$ cat src/rtl/sfu_conflict_serializer.sv
// ---------------------------------------------------------------------------
// sfu_conflict_serializer
//
// Purpose:
//   Sits after sfu_check. A pair that targets two different SFUs goes out on
//   both lanes in one beat. A pair flagged as targeting the same SFU is split
//   into two beats: lane 0 goes first, then the lane-1 sample goes from a hold
//   register. Input is stalled while that second beat is pending. A saturating
//   counter records how many conflicting pairs were accepted.
//
// Ports:
//   clk, rst                 clock, synchronous active-high reset
//   x_valid / x_ready        input pair handshake (x_ready is combinational)
//   x_0, x_1                 lane samples
//   x_label_0, x_label_1     lane antenna/SFU labels
//   x_same_sfu               pair conflicts; sampled only on acceptance
//   y_0, y_1                 registered lane output samples
//   y_label_0, y_label_1     registered lane output labels
//   y_valid_0, y_valid_1     per-lane output valid
//   y_ready                  downstream takes the whole output beat
//   conflict_cnt             saturating count of accepted conflicting pairs
//   stat_clr                 synchronous clear of conflict_cnt
// ---------------------------------------------------------------------------
module sfu_conflict_serializer #(
    parameter int DATA_WIDTH  = 8,
    parameter int LABEL_WIDTH = 4,
    parameter int CNT_WIDTH   = 16
) (
    input  logic                   clk,
    input  logic                   rst,
    input  logic                   x_valid,
    output logic                   x_ready,
    input  logic [DATA_WIDTH-1:0]  x_0,
    input  logic [DATA_WIDTH-1:0]  x_1,
    input  logic [LABEL_WIDTH-1:0] x_label_0,
    input  logic [LABEL_WIDTH-1:0] x_label_1,
    input  logic                   x_same_sfu,
    output logic [DATA_WIDTH-1:0]  y_0,
    output logic [DATA_WIDTH-1:0]  y_1,
    output logic [LABEL_WIDTH-1:0] y_label_0,
    output logic [LABEL_WIDTH-1:0] y_label_1,
    output logic                   y_valid_0,
    output logic                   y_valid_1,
    input  logic                   y_ready,
    output logic [CNT_WIDTH-1:0]   conflict_cnt,
    input  logic                   stat_clr
);

    typedef enum logic {
        S_PASS = 1'b0,
        S_HOLD = 1'b1
    } state_t;

    state_t                 r_state;
    logic [DATA_WIDTH-1:0]  r_hold_data;
    logic [LABEL_WIDTH-1:0] r_hold_label;

    logic w_out_busy;
    logic w_slot_free;
    logic w_accept;
    logic w_conflict;

    assign w_out_busy  = y_valid_0 | y_valid_1;
    // The output register can take a new beat if empty or being drained now.
    assign w_slot_free = !w_out_busy | y_ready;
    // Gated by rst so nothing is handshaken during a reset cycle.
    assign x_ready     = !rst && (r_state == S_PASS) && w_slot_free;
    assign w_accept    = x_valid & x_ready;
    assign w_conflict  = w_accept & x_same_sfu;

    // Output beat register and split FSM.
    always_ff @(posedge clk) begin
        if (rst) begin
            r_state      <= S_PASS;
            r_hold_data  <= '0;
            r_hold_label <= '0;
            y_0          <= '0;
            y_1          <= '0;
            y_label_0    <= '0;
            y_label_1    <= '0;
            y_valid_0    <= 1'b0;
            y_valid_1    <= 1'b0;
        end else begin
            case (r_state)
                S_PASS: begin
                    if (w_accept) begin
                        y_0       <= x_0;
                        y_label_0 <= x_label_0;
                        y_valid_0 <= 1'b1;
                        if (x_same_sfu) begin
                            // Lane 1 waits one beat so its SFU is not hit twice.
                            r_hold_data  <= x_1;
                            r_hold_label <= x_label_1;
                            y_valid_1    <= 1'b0;
                            r_state      <= S_HOLD;
                        end else begin
                            y_1       <= x_1;
                            y_label_1 <= x_label_1;
                            y_valid_1 <= 1'b1;
                        end
                    end else if (w_out_busy && y_ready) begin
                        // Beat consumed, nothing new: drop valids, keep data.
                        y_valid_0 <= 1'b0;
                        y_valid_1 <= 1'b0;
                    end
                end
                S_HOLD: begin
                    if (w_slot_free) begin
                        y_1       <= r_hold_data;
                        y_label_1 <= r_hold_label;
                        y_valid_0 <= 1'b0;
                        y_valid_1 <= 1'b1;
                        r_state   <= S_PASS;
                    end
                end
                default: r_state <= S_PASS;
            endcase
        end
    end

    // Conflict statistics; a same-cycle conflict wins over stat_clr.
    always_ff @(posedge clk) begin
        if (rst) begin
            conflict_cnt <= '0;
        end else if (w_conflict) begin
            if (stat_clr) begin
                conflict_cnt <= CNT_WIDTH'(1);
            end else if (conflict_cnt != {CNT_WIDTH{1'b1}}) begin
                conflict_cnt <= conflict_cnt + CNT_WIDTH'(1);
            end
        end else if (stat_clr) begin
            conflict_cnt <= '0;
        end
    end

endmodule

$ cat config.mk
export PLATFORM = sky130hd
export DESIGN_NAME = sfu_conflict_serializer
export DESIGN_NICKNAME = d
export VERILOG_FILES = /design/src/rtl/sfu_conflict_serializer.sv
export SDC_FILE = /design/constraint.sdc
export NUM_CORES = 1
export LEC_CHECK = 0
export CAP_MARGIN = 25
export CORE_MARGIN = 1.5
export CORE_UTILIZATION = 45
export DETAILED_ROUTE_END_ITERATION = 16
export PLACE_DENSITY_LB_ADDON = 0.08
export SYNTH_ARGS = -nofsm -noshare
export SYNTH_HDL_FRONTEND = slang
export SYNTH_SLANG_ARGS = --single-unit
$ cat constraint.sdc
create_clock -name clk -period 2.56 [get_ports clk]
set_input_delay 0.512 -clock clk [delete_from_list [all_inputs] [get_ports clk]]
set_output_delay 0.512 -clock clk [all_outputs]
set_load 0.01 [all_outputs]
==> results.sh <==
export IMPL_reg2reg_to="conflict_cnt[0]"
export IMPL_vias_per_cell=5.22
export IMPL_cp_top_family="buffers and inverters"
export IMPL_yosys_most_used_dff="dfxtp_1"
export IMPL_fin_crit_sh=0.940
export IMPL_worst_slew_pin_slew_ps=479
export IMPL_layout_commonest_cell="clkdlybuf4s50_1"
export IMPL_layout_common_cells="72 x clkdlybuf4s50_1, 55 x dfxtp_1, 37 x nor2_1"
export IMPL_grt_pass1_wl_um=8470
export IMPL_cts_made_buffers=5
export IMPL_hp_start="r_hold_label[1]"
export IMPL_vias=2175
export IMPL_start_util=0.467
export IMPL_tritoncts="done"
export IMPL_setup_viol=0
export IMPL_fin_cells=417
export IMPL_cp_required_ps=2050
export IMPL_status="finished, final reports clean"
export IMPL_grt_overflow=0
export IMPL_wire_per_inst_um=12.6
export IMPL_crit_path_start_kind="input pin"
export IMPL_cts_clk_slew_worst_paths_ps=100
export IMPL_final_util=0.645
export IMPL_worst_setup_path_type="in -> out"
export IMPL_dr_pass1_iters=4
export IMPL_crit_path_max_fanout=7
export IMPL_ys_async_sr_fraction=0
export IMPL_drt_iter0_markers=118
export IMPL_skew_ps=9.01
export IMPL_syn_nets=309
export IMPL_cts_setup_buffers=0
export IMPL_cts_root_buf="clkbuf_8"
export IMPL_path_buf_inv=2
export IMPL_die_height_um=75.8
export IMPL_synth_area_per_cell_um2=8.58
export IMPL_grt_usage=0.192
export IMPL_slowest_stage="clkdlybuf4s50_1"
export IMPL_num_io_pins=73
export IMPL_worstHoldPathCells=2
export IMPL_fin_nets=377
export IMPL_antenna_left=0
export IMPL_hold_path_class="reg -> reg"
export IMPL_min_to="r_hold_label[1]"
export IMPL_max_freq_mhz=415
export IMPL_crit_path_cell_trace="clkdlybuf4s50_1 -> o21ba_2 -> nor3_1 -> clkdlybuf4s50_1"
export IMPL_synth_cell_types=45
export IMPL_rsz0062_at_grt="false"
export IMPL_max_stage_delay_ps=570
export IMPL_nFillCells=459
export IMPL_synth_area_leaders="dfxtp_1 46%, a21oi_1 6.7%, nor2_1 5.8%"
export IMPL_r2r_worst_path_cells=6
export IMPL_ys_warn_count=0
export IMPL_antenna_found_initial=0
export IMPL_final_cell_area_um2=3300
export IMPL_drive_gt1_frac=0.0692
export IMPL_numPortBuffers=72
export IMPL_finalHoldViolCount=0
export IMPL_cts_hold_buffers=0
export IMPL_seq_area_frac_synth=0.461
export IMPL_die_area_um2=5750
export IMPL_dp_cells=409
export IMPL_r2r_start="conflict_cnt[0]"
export IMPL_cts_sinks=55
export IMPL_synth_cell_area_um2=2390
export IMPL_irDropWorstVdd_mv=0.314
export IMPL_r2r_setup_slack_ps=590
export IMPL_grt_max_degree=31
export IMPL_die_w_um=75.8
export IMPL_finalMaxSlewViolations=0
export IMPL_p_leak_nw=1.13
export IMPL_tns_ps=0
export IMPL_area_growth_pct=38.1
export IMPL_htreeDepth=2
export IMPL_drt_wl_total_um=5260
export IMPL_power_density_nw_per_um2=555
export IMPL_hpwl_um=3670
export IMPL_rows=26
export IMPL_synth_top_area_cell="dfxtp_1"
export IMPL_critPathArrivalTime_ps=1900
export IMPL_maxCapViolCount=0
export IMPL_min_period_ps=2410
export IMPL_cts_resized=0
export IMPL_synth_edff_count=0
export IMPL_placed_area_um2=3160
export IMPL_clockBufferDepth=2
export IMPL_coreArea_um2=5110
export IMPL_place_gp_congestion=0.825
export IMPL_drc=0
export IMPL_n_antenna_cell=0
export IMPL_clk_latency_ps=310
export IMPL_relSlewSlack=0.680
export IMPL_synth_seq_cells=55
export IMPL_end_kind="output port"
export IMPL_synth_top_area_frac=0.461
export IMPL_syn_inst=278
export IMPL_cp_common_cell="clkdlybuf4s50_1"
export IMPL_grt_pass1_vias=1896
## synthesized netlist by cell type, types with 2 or more instances
library cell	count
or3_1	3
or2_2	2
o21ba_2	2
a211oi_1	14
a31oi_1	2
nand3_1	8
xnor2_1	4
nor2b_1	12
dfxtp_1	55
nand2b_1	3
and4_1	2
nand2_1	32
nor2_1	37
a21oi_1	32
mux2i_1	13
o21ai_0	5
buf_2	4
nor3_1	6
xor2_1	3
clkbuf_1	10
nand4_1	5
## sequential cells by signal (all words and copies together), names as in the netlist
name,flops
r_state,1
r_hold_data,8
y_label_1,4
r_hold_label,4
y_label_0,4
y_valid_0,1
y_1,8
y_0,8
y_valid_1,1
conflict_cnt,16
## worst max path at each step
| stage | startpoint | end | slack [ps] | cells past startpoint |
|---|---|---|---|---|
| floorplan | conflict_cnt[0] | conflict_cnt[0] | 780 | 6 |
| global placement | y_ready | x_ready | 150 | 4 |
| detailed placement | y_ready | x_ready | 150 | 4 |
| CTS | y_ready | x_ready | 140 | 4 |
| global route | y_ready | x_ready | 40 | 4 |
| finish | y_ready | x_ready | 150 | 4 |
## worst reg2reg max path: cells and delay by family, from the launching register on
| kind | cells | cell delay (ps) |
|---|---|---|
| AND/OR/NAND/NOR | 4 | 1030 |
| AO/OA/AOI/OAI | 1 | 120 |
| adder cells (fa/ha/maj) | 1 | 270 |
| flip-flops | 1 | 490 |
## routing by layer
layer / track usage / share of wire / vias to the layer above
li1: - / - / 1109
met5: 0 / 0 / -
met3: 0.0476 / 0.047 / 5
met4: 0.0595 / 0.011 / 0
met1: 0.245 / 0.47 / 1017
met2: 0.320 / 0.48 / 44
## cell type report
class | count | area (um2) | area share
repair buffers | 78 | 766 | 0.232
well taps | 70 | 87.6 | 0.0266
clock buffers | 5 | 68.8 | 0.0209
multi-input cells | 205 | 1200 | 0.364
flip-flops and latches | 55 | 1100 | 0.334
inverters | 1 | 3.75 | 0.00114
clock inverters | 3 | 67.6 | 0.0205
## per-stage QoR
stage | power (mW) | hold slack, ps | worst slack (ps)
after floorplan | 1.05 | 437 | 778
after global routing | 1.91 | 478 | 44.7
after global placement | 1.17 | 443 | 148
after detailed placement | 1.18 | 448 | 145
after CTS | 1.85 | 464 | 138
final | 1.83 | 463 | 153
## power breakdown
part,switching [mW],internal (mW)
clock network,0.284,0.390
registers,0.0209,0.889
logic,0.107,0.137
total,0.412,1.42
## cell families (layout without fill, tap and decap cells)
| family | count (synthesis) | in the layout | share of synthesized area |
|---|---|---|---|
| AND/OR/NAND/NOR | 124 | 124 | 0.263 |
| AO/OA/AOI/OAI | 60 | 60 | 0.155 |
| flip-flops | 55 | 55 | 0.461 |
| buffers and inverters | 18 | 87 | 0.0351 |
| multiplexers | 13 | 13 | 0.0545 |
| XOR/XNOR | 7 | 7 | 0.0257 |
| adder cells (fa/ha/maj) | 1 | 1 | 0.00524 |
Note: power is estimated with default switching activity, not from simulation.
